[src/rtl/r2sdf_pkg.sv]
// r2sdf_pkg: shared types, defaults and saturation helper for the
// R2SDF FFT stage (state enum, DW/TW/TF defaults, sat()).
package r2sdf_pkg;

    localparam int DW_DEF = 16;
    localparam int TW_DEF = 8;
    localparam int TF_DEF = 6;

    typedef enum logic [1:0] {
        IDLE = 2'd0,
        FILL = 2'd1,
        BF   = 2'd2,
        MUL  = 2'd3
    } state_e;

    // Clamp a sign-extended value to the signed range of w bits.
    function automatic logic signed [63:0] sat(
        input logic signed [63:0] v,
        input int                 w
    );
        logic signed [63:0] hi;
        logic signed [63:0] lo;
        hi = (64'sd1 <<< (w - 1)) - 64'sd1;
        lo = -hi - 64'sd1;
        if (v > hi) begin
            return hi;
        end else if (v < lo) begin
            return lo;
        end
        return v;
    endfunction

endpackage

[src/rtl/r2sdf_delay_line.sv]
// r2sdf_delay_line: enable-gated DEPTH-entry shift register of complex words.
// Ports: clk, rst_n (async), clear (sync), en_i, tail_i (push), head_o (oldest).
module r2sdf_delay_line #(
    parameter int DW    = 16,
    parameter int DEPTH = 16
) (
    input  logic            clk,
    input  logic            rst_n,
    input  logic            clear,
    input  logic            en_i,
    input  logic [2*DW-1:0] tail_i,
    output logic [2*DW-1:0] head_o
);

    logic [2*DW-1:0] mem_q [DEPTH];

    always_ff @(posedge clk or negedge rst_n) begin
        if (!rst_n) begin
            for (int i = 0; i < DEPTH; i++) begin
                mem_q[i] <= '0;
            end
        end else if (clear) begin
            for (int i = 0; i < DEPTH; i++) begin
                mem_q[i] <= '0;
            end
        end else if (en_i) begin
            mem_q[0] <= tail_i;
            for (int i = 1; i < DEPTH; i++) begin
                mem_q[i] <= mem_q[i-1];
            end
        end
    end

    assign head_o = mem_q[DEPTH-1];

endmodule

[src/rtl/r2sdf_stage.sv]
// r2sdf_stage: one radix-2 single-path delay-feedback FFT stage.
// Ports: clk, rst_n (async), clear (sync), in_valid/in_r/in_i (sample in),
//   tw_idx -> tw_r/tw_i (twiddle lookup), out_valid/out_r/out_i/out_last.
// Optional: define R2SDF_ROUND_EN for round-half-up on the multiplier.
module r2sdf_stage
    import r2sdf_pkg::*;
#(
    parameter int DW    = DW_DEF,
    parameter int TW    = TW_DEF,
    parameter int TF    = TF_DEF,
    parameter int DEPTH = 16
) (
    input  logic                 clk,
    input  logic                 rst_n,
    input  logic                 clear,
    input  logic                 in_valid,
    input  logic signed [DW-1:0] in_r,
    input  logic signed [DW-1:0] in_i,
    output logic [((DEPTH > 1) ? $clog2(DEPTH) : 1)-1:0] tw_idx,
    input  logic signed [TW-1:0] tw_r,
    input  logic signed [TW-1:0] tw_i,
    output logic                 out_valid,
    output logic signed [DW-1:0] out_r,
    output logic signed [DW-1:0] out_i,
    output logic                 out_last
);

    localparam int CW = $clog2(2 * DEPTH);
    localparam int PW = DW + TW + 1;

    state_e        state_q, state_d;
    logic [CW-1:0] cnt_q, cnt_d;
    logic          pend_q, pend_d;

    logic          accept;
    logic          last_lo;
    logic          last_hi;
    logic          ph_bf;
    logic          ph_mul;

    assign accept  = in_valid & ~clear;
    assign last_lo = (cnt_q == CW'(DEPTH - 1));
    assign last_hi = (cnt_q == CW'(2 * DEPTH - 1));
    assign ph_bf   = (state_q == BF);
    assign ph_mul  = (state_q == MUL) & pend_q;

    generate
        if (DEPTH > 1) begin : g_k
            assign tw_idx = cnt_q[$bits(tw_idx)-1:0];
        end else begin : g_k0
            assign tw_idx = '0;
        end
    endgenerate

    always_ff @(posedge clk or negedge rst_n) begin
        if (!rst_n) begin
            state_q <= IDLE;
            cnt_q   <= '0;
            pend_q  <= 1'b0;
        end else begin
            state_q <= state_d;
            cnt_q   <= cnt_d;
            pend_q  <= pend_d;
        end
    end

    always_comb begin
        state_d = state_q;
        cnt_d   = cnt_q;
        pend_d  = pend_q;
        if (clear) begin
            state_d = IDLE;
            cnt_d   = '0;
            pend_d  = 1'b0;
        end else if (in_valid) begin
            cnt_d = cnt_q + 1'b1;
            unique case (state_q)
                IDLE, FILL: begin
                    state_d = last_lo ? BF : FILL;
                end
                BF: begin
                    if (last_hi) begin
                        state_d = MUL;
                        pend_d  = 1'b1;
                    end
                end
                MUL: begin
                    // The counter wrap always lands the next half in BF,
                    // so the pending-difference flag stays set.
                    if (last_lo) begin
                        state_d = BF;
                        pend_d  = 1'b1;
                    end
                end
            endcase
        end
    end

    logic [2*DW-1:0]      head;
    logic [2*DW-1:0]      tail;
    logic signed [DW-1:0] b_r, b_i;

    assign b_r = head[2*DW-1:DW];
    assign b_i = head[DW-1:0];

    r2sdf_delay_line #(
        .DW    (DW),
        .DEPTH (DEPTH)
    ) u_dl (
        .clk    (clk),
        .rst_n  (rst_n),
        .clear  (clear),
        .en_i   (accept),
        .tail_i (tail),
        .head_o (head)
    );

    logic signed [DW:0]   sum_r, sum_i, dif_r, dif_i;
    logic signed [DW-1:0] sum_rs, sum_is, dif_rs, dif_is;

    assign sum_r  = (DW+1)'(b_r) + (DW+1)'(in_r);
    assign sum_i  = (DW+1)'(b_i) + (DW+1)'(in_i);
    assign dif_r  = (DW+1)'(b_r) - (DW+1)'(in_r);
    assign dif_i  = (DW+1)'(b_i) - (DW+1)'(in_i);
    assign sum_rs = DW'(sat(64'(sum_r), DW));
    assign sum_is = DW'(sat(64'(sum_i), DW));
    assign dif_rs = DW'(sat(64'(dif_r), DW));
    assign dif_is = DW'(sat(64'(dif_i), DW));

    // During BF the delay line takes the difference for the next MUL half.
    assign tail = ph_bf ? {dif_rs, dif_is} : {in_r, in_i};

    logic signed [PW-1:0] p_r, p_i, q_r, q_i;
    logic signed [DW-1:0] mul_r, mul_i;

    assign p_r = PW'(b_r) * PW'(tw_r) - PW'(b_i) * PW'(tw_i);
    assign p_i = PW'(b_r) * PW'(tw_i) + PW'(b_i) * PW'(tw_r);

`ifdef R2SDF_ROUND_EN
    localparam logic signed [PW-1:0] RND = PW'(1 << (TF - 1));
    assign q_r = (p_r + RND) >>> TF;
    assign q_i = (p_i + RND) >>> TF;
`else
    assign q_r = p_r >>> TF;
    assign q_i = p_i >>> TF;
`endif

    assign mul_r = DW'(sat(64'(q_r), DW));
    assign mul_i = DW'(sat(64'(q_i), DW));

    logic                 out_valid_q, out_valid_d;
    logic                 out_last_q, out_last_d;
    logic signed [DW-1:0] out_r_q, out_r_d;
    logic signed [DW-1:0] out_i_q, out_i_d;

    always_comb begin
        out_valid_d = accept & (ph_bf | ph_mul);
        out_last_d  = accept & ((ph_bf & last_hi) | (ph_mul & last_lo));
        out_r_d     = out_r_q;
        out_i_d     = out_i_q;
        if (accept & ph_bf) begin
            out_r_d = sum_rs;
            out_i_d = sum_is;
        end else if (accept & ph_mul) begin
            out_r_d = mul_r;
            out_i_d = mul_i;
        end
    end

    always_ff @(posedge clk or negedge rst_n) begin
        if (!rst_n) begin
            out_valid_q <= 1'b0;
            out_last_q  <= 1'b0;
            out_r_q     <= '0;
            out_i_q     <= '0;
        end else begin
            out_valid_q <= out_valid_d;
            out_last_q  <= out_last_d;
            out_r_q     <= out_r_d;
            out_i_q     <= out_i_d;
        end
    end

    assign out_valid = out_valid_q;
    assign out_last  = out_last_q;
    assign out_r     = out_r_q;
    assign out_i     = out_i_q;

endmodule

[config.mk]
export PLATFORM = sky130hd
export DESIGN_NAME = r2sdf_stage
export DESIGN_NICKNAME = d
export VERILOG_FILES = /design/src/rtl/r2sdf_pkg.sv /design/src/rtl/r2sdf_delay_line.sv /design/src/rtl/r2sdf_stage.sv
export SDC_FILE = /design/constraint.sdc
export NUM_CORES = 2
export LEC_CHECK = 0
export ABC_CLOCK_PERIOD_IN_PS = 7600
export CAP_MARGIN = 20
export CORE_MARGIN = 1.5
export CORE_UTILIZATION = 55
export DETAILED_ROUTE_END_ITERATION = 8
export GPL_TIMING_DRIVEN = 0
export PLACE_DENSITY = 0.8
export SLEW_MARGIN = 10
export SYNTH_ARGS = -nofsm -noshare
export SYNTH_HDL_FRONTEND = slang
export SYNTH_HIERARCHICAL = 1
export SYNTH_SLANG_ARGS = --single-unit
[constraint.sdc]
create_clock -name clk -period 7.6 [get_ports clk]
set_input_delay 1.52 -clock clk [delete_from_list [all_inputs] [get_ports clk]]
set_output_delay 1.52 -clock clk [all_outputs]
set_load 0.1 [all_outputs]
==> flow_results.org <==
** Status
- The run finished with clean final reports.

** Min path
- Endpoint of the worst hold path :: out_i[11]
- Instance count along the most critical hold path :: 2
- Hold Path Class :: flip-flop to flip-flop
- In this run the most critical hold path is launched from out_i[11].

** Setup path
- Total buffers and inverters traversed by the critical path :: 9
- The worst register-to-register path ends at out_i[3].
- The worst setup path is launched from a primary input.
- Among all stages on the critical path, the largest delay is contributed by sky130_fd_sc_hd__fa_1.
- Of all nets on the critical path, the largest fanout is 8.
- CP dominant cell by count :: sky130_fd_sc_hd__fa_1
- On the worst path, the slowest cell contributes a delay of 0.57 ns.
- Critical path's top delay family :: adder cells
- Kind of end point of the critical path :: flip-flop
- Source of the worst register-to-register timing path :: u_dl/head_o[7]
- Data on the critical path arrives at its endpoint at 7.98 ns.
- R2R setup slack :: 0.11 ns
- Required arrival time at the worst endpoint :: 8.05 ns
- Worst setup path class :: primary input to flip-flop
- Worst reg2reg path depth :: 24

** STA
- Final slew viol count :: 0
- The final hold violation count is 0.
- Clock skew on the completed layout was measured at 0.05759 ns.
- Share of the clock period used by the worst path :: 99.08%
- Setup total negative slack :: 0 ns
- The routed design could run at a clock period as short as 7.530 ns.
- Normalized max-slew margin :: 20.12%
- Hold slack final :: 0.4839 ns
- Final setup violation count :: 0
- Least-Margin Pin Slew :: 1.194 ns
- Achievable frequency :: 132.8 MHz
- Setup repair after global routing could not meet its margin everywhere.

** Die
- The die is 290.9 um wide.
- Chip Height :: 290.9 um
- Pin placement for this block handled 90 I/O pins.
- Rows :: 105
- The initial utilization of the core area, before any placement, comes to 55.53%.
- Area of the placeable core :: 82110 um2
- The floorplan step defined a die boundary enclosing 84630 um2.

** Yosys
- Synthesis inferred 554 register bits.
- Post-Synthesis Mean Instance Area :: 10.07 um2
- By area the synthesized netlist is led by sky130_fd_sc_hd__dfrtp_1, sky130_fd_sc_hd__fa_1, sky130_fd_sc_hd__mux2i_1.
- After synthesis, flip-flops and latches occupy 30.41% of the total area.
- Area of the mapped netlist :: 45590 um2
- Synth Flop Type :: sky130_fd_sc_hd__dfrtp_1
- The Yosys step of the flow raised 6 warnings.
- The synthesized design contains 0 enable-type register cells.
- For this run, asynchronously set or reset flops after synthesis account for 100.0%.
- The number of nets handed over by synthesis was 5297.
- After synthesis, the largest area contributor takes up 30.41% of total cell area.
- The largest total area in the synthesized netlist belongs to sky130_fd_sc_hd__dfrtp_1.
- Syn Inst Count :: 4528
- Number of distinct library cells after synthesis :: 79

** Pwr
- IR drop worst, VDD :: 224.3 uV
- For this design the ratio of total power to cell area is 145.6 nW/um2.
- Overall power of the completed layout :: 7461 uW
- Leakage power total :: 0.02452 uW

** Global route
- Entering global routing, the biggest net connects 112 pins.
- Met3 routing resource usage after global routing :: 6.956%
- In the global route stage, met2 resource usage came out at 47.25%.
- Via count of the first global-routing pass :: 34230
- The initial antenna violation count is 4.
- Global-route wire length before repair :: 192.2 mm
- Gr busiest metal :: met2
- Global routing used 29.44% of the available tracks.
- Met1 track demand over resource :: 37.14%
- Congestion Overflow GR :: 0

** Placed design
- The count of buffers added on input and output ports is 88.
- Placed cell area :: 48000 um2
- The congestion estimate from routability-driven global placement came to 0.9774.
- Detailed placement finished with a half-perimeter wire length of 94.23 mm.

** Routing
- DR WL/cell :: 21.26 um
- Total wirelength of the detailed-routed design :: 124.4 mm
- Before antenna repair, the detailed router went through 6 iterations.
- The first routing iteration left 2834 violations.
- The count of nets left with antenna violations once routing finished came out at 0.
- After detailed routing, the number of vias per cell comes to 5.666.
- Via Count :: 33150
- In the routed design, unresolved DRC markers number 0.

** Final layout
- Leaving out fill and tap cells, the most frequent cells in the layout are sky130_fd_sc_hd__nor2_1, sky130_fd_sc_hd__inv_1, sky130_fd_sc_hd__dfrtp_1, sky130_fd_sc_hd__mux2i_1, sky130_fd_sc_hd__fa_1.
- Post-route standard cell area excluding fillers :: 51250 um2
- Filler cell count in the final layout :: 6261
- Of the cells placed in the final design, the portion with a size suffix greater than 1 is 9.310%.
- Synthesis-to-finish area growth :: 12.41%
- For this run, the share of the core covered by cells in the final layout is 62.42%.
- Leading cell type in the layout, fill and taps excluded :: sky130_fd_sc_hd__nor2_1
- # nets final :: 5496

** Clocking
- The clock drives 554 sinks.
- The number of clock buffers added by TritonCTS is 50.
- Clock tree from TritonCTS :: yes
- CTS Root Buffer Type :: sky130_fd_sc_hd__clkbuf_16
- Worst skew pair latency :: 0.61 ns
- Register clock-pin slew on the reported worst setup and hold paths :: 0.06 ns
- Clock H-tree levels :: 2
- The longest clock path from root to sink contains 3 buffers.

** Flow run
- The tool flagged a number of max-cap violations equal to 0.
layer usage:
metal / share of wire (%) / up-vias
li1: - / 14640
met1: 39 / 16640
met2: 47 / 1426
met3: 8.5 / 445
met5: 0.014 / -
met4: 6.0 / 2
how the worst max path moves through the flow:
stage | from | end | cells past startpoint
2_1_floorplan | tw_r[0] | out_i[7] | 24
3_3_place_gp | rst_n | out_i[11] | 1
3_5_place_dp | tw_r[7] | out_r[1] | 25
4_1_cts | tw_i[6] | out_i[2] | 24
5_1_grt | u_dl/head_o[16] | out_i[3] | 25
6_report | tw_i[6] | out_i[3] | 26
cells by family (layout without fill, tap and decap cells):
family / count (synthesis) / in the layout / share of synthesized area [%]
XOR/XNOR: 100 / 100 / 1.921
AND/OR/NAND/NOR: 1361 / 1361 / 13.36
flip-flops: 554 / 554 / 30.41
AO/OA/AOI/OAI: 341 / 341 / 4.931
other: 0 / 12 / 0
multiplexers: 517 / 517 / 11.36
adder cells (fa/ha/maj): 730 / 730 / 28.28
buffers and inverters: 925 / 1166 / 9.745
cell usage after synthesis, types with 39 or more instances:
cell type	number
sky130_fd_sc_hd__nor2_1	667
sky130_fd_sc_hd__inv_1	646
sky130_fd_sc_hd__dfrtp_1	554
sky130_fd_sc_hd__mux2i_1	515
sky130_fd_sc_hd__fa_1	505
sky130_fd_sc_hd__nand2_1	292
sky130_fd_sc_hd__and2_1	248
sky130_fd_sc_hd__ha_1	212
sky130_fd_sc_hd__clkbuf_1	150
sky130_fd_sc_hd__a21oi_1	76
sky130_fd_sc_hd__xnor2_1	70
sky130_fd_sc_hd__o21ai_0	66
sky130_fd_sc_hd__buf_12	44
sky130_fd_sc_hd__buf_4	39
stage by stage:
stage	std cells	setup slack [ns]
3_3_place_gp	5686	-18.96
3_5_place_dp	5692	-2.305
5_1_grt	5839	-0.1027
6_report	5851	0.06971
4_1_cts	5797	0.01101
2_1_floorplan	4528	0.03714
power by group:
group	internal [uW]	switching, uW	total, uW
clock	1540	1140	2680
sequential	2960	10.7	2970
combinational	730	1080	1810
worst min-delay path, delay by kind of cell, from the launching register on:
kind | cells | cell delay, ns
simple gates | 1 | 0.05
flops | 1 | 0.34
compound gates | 1 | 0.06
sequential cells by signal (all words and copies together), names as in the netlist:
| name | count |
|---|---|
| cnt_q | 5 |
| state_q | 2 |
| out_last | 1 |
| u_dl/mem_q | 480 |
| out_r | 16 |
| out_valid | 1 |
| out_i | 16 |
| pend_q | 1 |
| u_dl/head_o | 32 |
area by class of cell:
class	instances	area, um2	share of cell area (%)
multi-input combinational	3049	27740	54.13
sequential	554	13860	27.05
buffer	272	2462	4.804
inverter	649	2449	4.778
timing repair buffer	151	1595	3.113
clock buffer	75	1495	2.917
tap	1070	1339	2.612
clock inverter	19	276.5	0.5395
antenna	12	30.03	0.05859
timing repair:
item	in CTS	in global routing
pin swaps	13	49
buffers inserted	14	41
gates resized for setup	234	167
hold buffers	0	0
endpoints found under the setup margin	32	30
cloned	0	2
hold endpoints to repair	0	0
No activity file was read; power rests on OpenSTA's default activity.
